## config.mk

```make
export PLATFORM = sky130hd
export DESIGN_NAME = branch_redirect_ctrl_flat
export DESIGN_NICKNAME = d
export VERILOG_FILES = /design/src/rtl/branch_redirect_ctrl_pkg.sv /design/src/rtl/branch_redirect_ctrl_if.sv /design/src/rtl/branch_redirect_ctrl.sv /design/src/flat_wrapper.sv
export SDC_FILE = /design/constraint.sdc
export NUM_CORES = 1
export LEC_CHECK = 0
export ABC_AREA = 1
export CORE_MARGIN = 2
export CORE_UTILIZATION = 40
export CTS_CLUSTER_SIZE = 24
export DETAILED_ROUTE_END_ITERATION = 16
export PLACE_DENSITY = 0.91
export SYNTH_ARGS = -nofsm -noshare
export SYNTH_HDL_FRONTEND = slang
export SYNTH_SLANG_ARGS = --single-unit
```

## constraint.sdc

```tcl
create_clock -name clk -period 2.2 [get_ports clk]
set_clock_uncertainty 0.2 [all_clocks]
set_input_delay 0.22 -clock clk [delete_from_list [all_inputs] [get_ports clk]]
set_output_delay 0.22 -clock clk [all_outputs]
set_load 0.02 [all_outputs]
```

## src/rtl/branch_redirect_ctrl_pkg.sv

```systemverilog
// Shared types and helpers for the branch redirect controller.
package branch_ctrl_pkg;

  typedef enum logic [1:0] {
    IDLE  = 2'd0,
    REDIR = 2'd1,
    DRAIN = 2'd2
  } br_ctrl_state_t;

  // The drain counter must hold FLUSH_BUBBLES; never narrower than one bit.
  function automatic int drain_cnt_width(input int bubbles);
    return (bubbles < 1) ? 1 : $clog2(bubbles + 1);
  endfunction

endpackage

```

## src/rtl/branch_redirect_ctrl_if.sv

```systemverilog
// Bundle between the EX-stage branch unit, the redirect controller and IF-stage PC logic.
interface branch_redirect_ctrl_if #(
  parameter int PC_W = 32
);
  logic            ex_valid;
  logic            ex_jump_en;
  logic [PC_W-1:0] ex_jump_target;
  logic            ex_stall;
  logic            if_ready;
  logic            redirect_valid;
  logic [PC_W-1:0] redirect_pc;
  logic            flush_if;
  logic            flush_id;
  logic            ex_kill;
  logic            if_drop;
  logic            ale_excp;
  logic [PC_W-1:0] ale_badv;

  modport master (
    input  ex_valid, ex_jump_en, ex_jump_target, ex_stall, if_ready,
    output redirect_valid, redirect_pc, flush_if, flush_id, ex_kill, if_drop,
           ale_excp, ale_badv
  );

  modport slave (
    output ex_valid, ex_jump_en, ex_jump_target, ex_stall, if_ready,
    input  redirect_valid, redirect_pc, flush_if, flush_id, ex_kill, if_drop,
           ale_excp, ale_badv
  );
endinterface

```

## src/rtl/branch_redirect_ctrl.sv

```systemverilog
// Front-end redirect sequencer: flush, hold target until fetch accepts, then drain stale responses.
// Optional macro BR_ALIGN_CHECK_EN turns misaligned targets into an exception instead of a redirect.
module branch_redirect_ctrl
  import branch_ctrl_pkg::*;
#(
  parameter int FLUSH_BUBBLES = 2,
  parameter int PC_W          = 32
) (
  input  logic                   clk,
  input  logic                   rst,
  branch_redirect_ctrl_if.master bus
);

  localparam int CNT_W = drain_cnt_width(FLUSH_BUBBLES);

  br_ctrl_state_t  state_q, state_d;
  logic [CNT_W-1:0] drain_cnt_q;
  logic [PC_W-1:0]  redirect_pc_q;
  logic             kill;
  logic             accept;
  logic             misaligned;
  logic             take_redirect;

  // Only REDIR kills EX, so accept never sees a killed slot combinationally looping back.
  assign kill   = (state_q == REDIR);
  assign accept = bus.ex_valid & bus.ex_jump_en & ~bus.ex_stall & ~kill;

`ifdef BR_ALIGN_CHECK_EN
  assign misaligned = accept & (bus.ex_jump_target[1:0] != 2'b00);
`else
  assign misaligned = 1'b0;
`endif

  assign take_redirect = accept & ~misaligned;

  // NOTE: every output is defaulted before the case so no path leaves one unassigned (no latches).
  always_comb begin
    state_d            = state_q;
    bus.flush_if       = 1'b0;
    bus.flush_id       = 1'b0;
    bus.redirect_valid = 1'b0;
    bus.if_drop        = 1'b0;
    unique case (state_q)
      IDLE: begin
        if (accept) begin
          bus.flush_if = 1'b1;
          bus.flush_id = 1'b1;
          if (take_redirect) state_d = REDIR;
        end
      end
      REDIR: begin
        bus.redirect_valid = 1'b1;
        bus.flush_if       = 1'b1;
        if (bus.if_ready) state_d = (FLUSH_BUBBLES == 0) ? IDLE : DRAIN;
      end
      DRAIN: begin
        bus.if_drop = 1'b1;
        // A new taken branch preempts the remaining drain cycles.
        if (accept) begin
          bus.flush_if = 1'b1;
          bus.flush_id = 1'b1;
          state_d      = take_redirect ? REDIR : IDLE;
        end else if (drain_cnt_q == CNT_W'(1)) begin
          state_d = IDLE;
        end
      end
      default: state_d = IDLE;
    endcase
  end

  // NOTE: sequential state uses non-blocking assignments so all registers update from pre-edge values.
  always_ff @(posedge clk) begin
    if (rst) begin
      state_q       <= IDLE;
      drain_cnt_q   <= '0;
      redirect_pc_q <= '0;
    end else begin
      state_q <= state_d;
      if (take_redirect) redirect_pc_q <= bus.ex_jump_target;
      if (state_q == REDIR && bus.if_ready) begin
        drain_cnt_q <= CNT_W'(FLUSH_BUBBLES);
      end else if (state_q == DRAIN && drain_cnt_q != '0) begin
        drain_cnt_q <= drain_cnt_q - 1'b1;
      end
    end
  end

  assign bus.ex_kill     = kill;
  assign bus.redirect_pc = redirect_pc_q;

`ifdef BR_ALIGN_CHECK_EN
  logic            ale_excp_q;
  logic [PC_W-1:0] ale_badv_q;

  always_ff @(posedge clk) begin
    if (rst) begin
      ale_excp_q <= 1'b0;
      ale_badv_q <= '0;
    end else begin
      ale_excp_q <= misaligned;
      if (misaligned) ale_badv_q <= bus.ex_jump_target;
    end
  end

  assign bus.ale_excp = ale_excp_q;
  assign bus.ale_badv = ale_badv_q;
`else
  assign bus.ale_excp = 1'b0;
  assign bus.ale_badv = '0;
`endif

endmodule

```

## src/flat_wrapper.sv

```systemverilog
// flat-port wrapper written by rule: the top's interface ports become plain ports
module branch_redirect_ctrl_flat import branch_ctrl_pkg::*;
#(
  parameter int FLUSH_BUBBLES = 2,
  parameter int PC_W          = 32
)
  (clk, rst, bus_ex_valid, bus_ex_jump_en, bus_ex_jump_target, bus_ex_stall, bus_if_ready, bus_redirect_valid, bus_redirect_pc, bus_flush_if, bus_flush_id, bus_ex_kill, bus_if_drop, bus_ale_excp, bus_ale_badv);
  branch_redirect_ctrl_if #(.PC_W(PC_W)) bus_i ();
  input  logic clk;
  input  logic rst;
  input wire logic [$bits(bus_i.ex_valid)-1:0] bus_ex_valid;
  input wire logic [$bits(bus_i.ex_jump_en)-1:0] bus_ex_jump_en;
  input wire logic [$bits(bus_i.ex_jump_target)-1:0] bus_ex_jump_target;
  input wire logic [$bits(bus_i.ex_stall)-1:0] bus_ex_stall;
  input wire logic [$bits(bus_i.if_ready)-1:0] bus_if_ready;
  output wire logic [$bits(bus_i.redirect_valid)-1:0] bus_redirect_valid;
  output wire logic [$bits(bus_i.redirect_pc)-1:0] bus_redirect_pc;
  output wire logic [$bits(bus_i.flush_if)-1:0] bus_flush_if;
  output wire logic [$bits(bus_i.flush_id)-1:0] bus_flush_id;
  output wire logic [$bits(bus_i.ex_kill)-1:0] bus_ex_kill;
  output wire logic [$bits(bus_i.if_drop)-1:0] bus_if_drop;
  output wire logic [$bits(bus_i.ale_excp)-1:0] bus_ale_excp;
  output wire logic [$bits(bus_i.ale_badv)-1:0] bus_ale_badv;
  assign bus_i.ex_valid = bus_ex_valid;
  assign bus_i.ex_jump_en = bus_ex_jump_en;
  assign bus_i.ex_jump_target = bus_ex_jump_target;
  assign bus_i.ex_stall = bus_ex_stall;
  assign bus_i.if_ready = bus_if_ready;
  assign bus_redirect_valid = bus_i.redirect_valid;
  assign bus_redirect_pc = bus_i.redirect_pc;
  assign bus_flush_if = bus_i.flush_if;
  assign bus_flush_id = bus_i.flush_id;
  assign bus_ex_kill = bus_i.ex_kill;
  assign bus_if_drop = bus_i.if_drop;
  assign bus_ale_excp = bus_i.ale_excp;
  assign bus_ale_badv = bus_i.ale_badv;
  branch_redirect_ctrl #(.FLUSH_BUBBLES(FLUSH_BUBBLES), .PC_W(PC_W)) u_core (.clk(clk), .rst(rst), .bus(bus_i));
endmodule
```

# Word-level counts from Yosys, hierarchy flattened

Index checks and enable logic that the tools add are counted.

Add/sub/neg operators: 1
Eq/ne operators: 6
Muxes and demuxes: 12
Bitwise operators: 5
Reduce and logical (&&, ||, !) cells: 8

Operators with widths:

| kind                                                               | number |
|---|---|
| 2-bit 2-to-1 mux                                                   | 6 |
| 2-bit case mux with 3 select lines                                 | 1 |
| 2-bit by 1-bit == test with 1-bit output, second input constant    | 2 |
| 1-bit 2-to-1 mux                                                   | 4 |
| 2-bit nonzero test                                                 | 2 |
| 2-bit OR reduction                                                 | 2 |
| 1-bit bitwise AND                                                  | 3 |
| 3-bit by 1-bit != test with 1-bit output, second input constant    | 1 |
| 3-bit AND reduction                                                | 1 |
| 2-bit == test, second input constant                               | 1 |
| 1-bit logical AND                                                  | 2 |
| 2-bit zero test                                                    | 1 |
| 2-bit by 1-bit != test with 1-bit output, second input constant    | 1 |
| 2-bit != test, second input constant                               | 1 |
| 1-bit inverter                                                     | 2 |
| 1-bit case mux with 2 select lines                                 | 1 |
| 2-bit by 1-bit subtractor with 2-bit output, second input constant | 1 |

Register bits after elaboration: 36
Bits of input ports: 38
Output and inout bits: 70
Word-level logic and storage cells: 36

# Depth between registers and ports, before layout

Depth after elaboration: 5
Mapped depth: 8
Gate-level depth less buffers: 8

# Least setup slack after synthesis

OpenSTA, ideal clock, no wires.

Path kind: register to register
From: register u_core.state_q[1]
To: register u_core.drain_cnt_q[1]
Library setup time: 56 ps
Arrival time: 993 ps
Data required time: 1944 ps
Slack: 951 ps
Cell stages (with the launch flop): 7
Buffers on the path: 0
Clock period less this slack: 1249 ps
Path through: dfxtp_1 > inv_2 > nor2_1 > nand3_1 > nand3_1 > nand2_1 > inv_1

Cells in the longest elaborated chain, start to end: 3
Elaborated cells on any way between the ends: 6
Classes of those cells: eq/ne: 2; mux: 1; reduce/logical: 3

RTL lines:

| element                                                                          | RTL line                                               | text |
|---|---|---|
| from (decl)                                                                      | branch_redirect_ctrl.sv:16                             | `br_ctrl_state_t state_q, state_d;` |
| from (signal assigned)                                                           | branch_redirect_ctrl.sv:78                             | `state_q <= state_d;` |
| 2-bit by 1-bit == test with 1-bit output / 2-bit == test (equally long branches) | branch_redirect_ctrl.sv:80, branch_redirect_ctrl.sv:82 |  |
| 1-bit logical AND (on tied branches)                                             | branch_redirect_ctrl.sv:80, branch_redirect_ctrl.sv:82 |  |
| 2-bit 2-to-1 mux / 2-bit nonzero test (equally long branches)                    | -                                                      |  |
| to (signal assigned)                                                             | branch_redirect_ctrl.sv:81                             | `drain_cnt_q <= CNT_W'(FLUSH_BUBBLES);` |
| to (signal assigned)                                                             | branch_redirect_ctrl.sv:83                             | `drain_cnt_q <= drain_cnt_q - 1'b1;` |
| to (decl)                                                                        | branch_redirect_ctrl.sv:17                             | `logic [CNT_W-1:0] drain_cnt_q;` |

Several ways; a longest one is shown, not always the timed one.
A chain may end at the register's enable or synchronous reset.

# Worst setup path in the final report

From: input bus_ex_valid
To: output bus_flush_id

Cells in the longest elaborated chain, start to end: 5

RTL lines:

| element                         | RTL line                                               | text |
|---|---|---|
| from (decl)                     | flat_wrapper.sv:11                                     | `input wire logic [$bits(bus_i.ex_valid)-1:0] bus_ex_valid;` |
| 1-bit bitwise AND (3 in series) | branch_redirect_ctrl.sv:26                             | `assign accept = bus.ex_valid & bus.ex_jump_en & ~bus.ex_stall & ~kill;` |
| 1-bit 2-to-1 mux                | branch_redirect_ctrl.sv:45, branch_redirect_ctrl.sv:59 |  |
| 1-bit 2-to-1 mux                | -                                                      |  |
| to (decl)                       | flat_wrapper.sv:19                                     | `output wire logic [$bits(bus_i.flush_id)-1:0] bus_flush_id;` |

Every way passes these cells.

==> metrics.sh <==
POSTCTSSETUPBUFFERS=0
POST_ROUTE_CELLS_DRIVE_ABOVE_1_SHARE=0.148
FINAL_CRITICAL_PATH_SETUP_SLACK_NS=0.150
CTSROOTBUFFERMASTER='sky130_fd_sc_hd__clkbuf_8'
PLACE_WORST_SETUP_SLACK_NS=0.144
CRITICAL_PATH_PEAK_FANOUT=2
CLOCK-SINKS=36
SETUP_VIOLATIONS=0
PATH_CLK_SLEW_NS=0.06
PERIOD_SHARE=0.932
DIE_X_UM=70.2
GLOBALPLACE.CONGESTION=0.809
MIN_FROM='u_core.bus.redirect_pc[7]'
MOSTFREQUENTLAYOUTCELLS='sky130_fd_sc_hd__clkdlybuf4s50_1, sky130_fd_sc_hd__nor2_1, sky130_fd_sc_hd__dfxtp_1, sky130_fd_sc_hd__conb_1, sky130_fd_sc_hd__o21ai_0'
CRITICAL_PATH.STARTPOINT_TYPE='input pin'
VIA_COUNT_OF_THE_FIRST_GLOBAL_ROUTING_PASS=1295
WORST_R2R_STARTPOINT='u_core.state_q[1]'
MAX_CAP_VIOLATIONS=0
POST_SYNTH_INSTANCE_AREA_UM2=1750
WORST_SLEW_MARGIN_REL=0.433
FP-ROW-COUNT=24
DIE_HEIGHT_UM=70.2
DRT_PASS1_ITERATIONS=4
DIE-AREA_UM2=4920
REGISTER_AREA_SHARE_AFTER_SYNTHESIS=0.412
POWERDENSITY_nW_PER_UM2=622
CRITICAL_PATH_ENDPOINT_CATEGORY='primary output'
FINAL_HOLD_VIOL_COUNT=0
NUMBER_OF_ANTENNA_VIOLATIONS_AT_THE_FIRST_CHECK_IN_GLOBAL_ROUTING=0
FIN_NETS=322
GRT_UTIL_ALL_LAYERS=0.144
DRT_TOTAL_WL_UM=3520
WHS_NS=0.290
TRITONCTS.NUM_BUFFERS=5
PERIOD_MINUS_SLACK_NS=2.05
IRDROPWORSTVDD_uV=293
DRT-WIRELENGTH-PER-CELL_UM=10.5
DIODES=0
TIGHTEST_SLEW_NS=0.850
MAX-CLOCK-PATH-BUFFERS=2
SYNTHDISTINCTLIBCELLS=21
LEAKAGE_nW=0.980
DRCVIOLATIONCOUNT=0
ANTENNA_LEFT=0
TRITONCTS='yes'
CRIT_TYPE='in -> out'
DP_HPWL_UM=2580
UTILIZATION=0.560
INITIAL_UTILIZATION=0.408
PLACE.PORT_BUFFERS=74
LARGEST_NET_DEGREE_AT_THE_START_OF_GLOBAL_ROUTING=35
CTS_HOLD_BUFFERS=0
WORST-ENDPOINT-REQUIRED_NS=1.78
IO_PINS=108
OUTCOME='finished, final reports clean'
CRITICAL_PATH.ENDPOINT='bus_flush_id'
WORST_SKEW_PAIR.LATE_LATENCY_NS=0.28
CLOCK.FMAX_MHz=488
VIA_PER_INST=4.37
REG2REG_SETUP_SLACK_NS=0.70
POST_CTS.RESIZED_INSTANCES=0
TIMING.REG2REG.WORST_PATH_DEPTH=6
HTREEDEPTH=2
GR-TOTAL-OVERFLOW=0
REGTOREGENDPOINT='u_core.bus.redirect_pc[0]'
SYNTH_SEQ_CELLS=36
CRIT_ARRIVAL_NS=1.63
GRT_PASS1_WL_UM=5710
FINAL-MAX-SLEW-VIOLATION-COUNT=0
CRIT_START='bus_ex_valid'
SYNTH_WARNINGS=0
GRT_SETUP_UNREPAIRED='no'
TIMING.HOLD.WORST.CLASS='reg -> reg'
DR_TOTAL_VIAS=1465
FINAL_COMMON_CELL='sky130_fd_sc_hd__clkdlybuf4s50_1'
PLACEABLECOREAREA_UM2=4290
LAYOUT-AREA-OVERHEAD-VS-SYNTH_PCT=37.5
CELLS_AFTER_SYNTHESIS=212
DRT_FIRST_ITER_VIOLATIONS=91
POST_SYNTH.CELL_AREA_AVG_UM2=8.26
FIN_SETUP_TNS_NS=0
## cell type report
type	count	area, µm²
Clock buffer	8	90.1
Timing Repair Buffer	74	741
Tap cell	52	65.1
Fill cell	413	1890
Inverter	11	48.8
Multi-Input combinational cell	154	741
Sequential cell	36	721
## worst max-delay path: stages
cell                              delay [ns]
sky130_fd_sc_hd__clkdlybuf4s50_1        0.46
sky130_fd_sc_hd__nand2_1                0.08
sky130_fd_sc_hd__nor2_4                 0.12
sky130_fd_sc_hd__nand2_1                0.08
sky130_fd_sc_hd__inv_1                  0.07
sky130_fd_sc_hd__clkdlybuf4s50_1        0.60
## registers in the layout, indices dropped and copies added, names as in the netlist
signal,count
u_core.state_q,2
u_core.drain_cnt_q,2
u_core.bus.redirect_pc,32
## cell families (layout without fill, tap and decap cells)
| family | after synthesis | in the layout | share of synthesized area |
|---|---|---|---|
| other cells | 1 | 33 | 0.00214 |
| buf+inv | 54 | 93 | 0.234 |
| fa+ha+maj | 2 | 2 | 0.0143 |
| compound gates | 34 | 34 | 0.0994 |
| flops | 36 | 36 | 0.412 |
| simple gates | 85 | 85 | 0.239 |
## how the worst min path moves through the flow
stage	end	slack (ns)	depth (start not counted)
detailed placement	u_core.bus.redirect_pc[23]	0.28	2
CTS	u_core.bus.redirect_pc[23]	0.29	2
finish	u_core.bus.redirect_pc[7]	0.29	2
global route	u_core.bus.redirect_pc[19]	0.31	2
floorplan	u_core.state_q[1]	0.08	1
global placement	u_core.bus.redirect_pc[23]	0.27	2
## synthesized netlist by cell type, drive strengths merged
master / count / area share
o21ai: 32 / 0.091
conb: 1 / 0.0021
nand3: 4 / 0.011
ha: 2 / 0.014
nor3: 1 / 0.0029
nor2: 69 / 0.20
a21oi: 2 / 0.0079
nand2: 11 / 0.029
buf: 40 / 0.20
clkbuf: 3 / 0.0064
inv: 11 / 0.028
dfxtp: 36 / 0.41
## routing by layer
metal	part of all wire	vias up	global-route usage
met2	0.49	67	0.251
met3	0.086	5	0.0534
met1	0.41	656	0.159
met5	0	-	0
met4	0.010	0	0.0534
li1	-	737	-
## stage by stage
stage | instances | instance area, µm² | power [mW]
2_1_floorplan | 244 | 1870 | 0.954
3_3_place_gp | 327 | 2320 | 1.04
3_5_place_dp | 327 | 2320 | 1.04
4_1_cts | 335 | 2410 | 1.52
5_1_grt | 335 | 2410 | 1.58
6_report | 335 | 2410 | 1.50
## where the power goes
part | leakage (nW) | switching, mW | internal (mW)
clock network | 0.0455 | 0.213 | 0.255
registers | 0.294 | 0.0209 | 0.684
logic | 0.640 | 0.174 | 0.148
total | 0.980 | 0.408 | 1.09
Note: power is estimated with default switching activity, not from simulation.
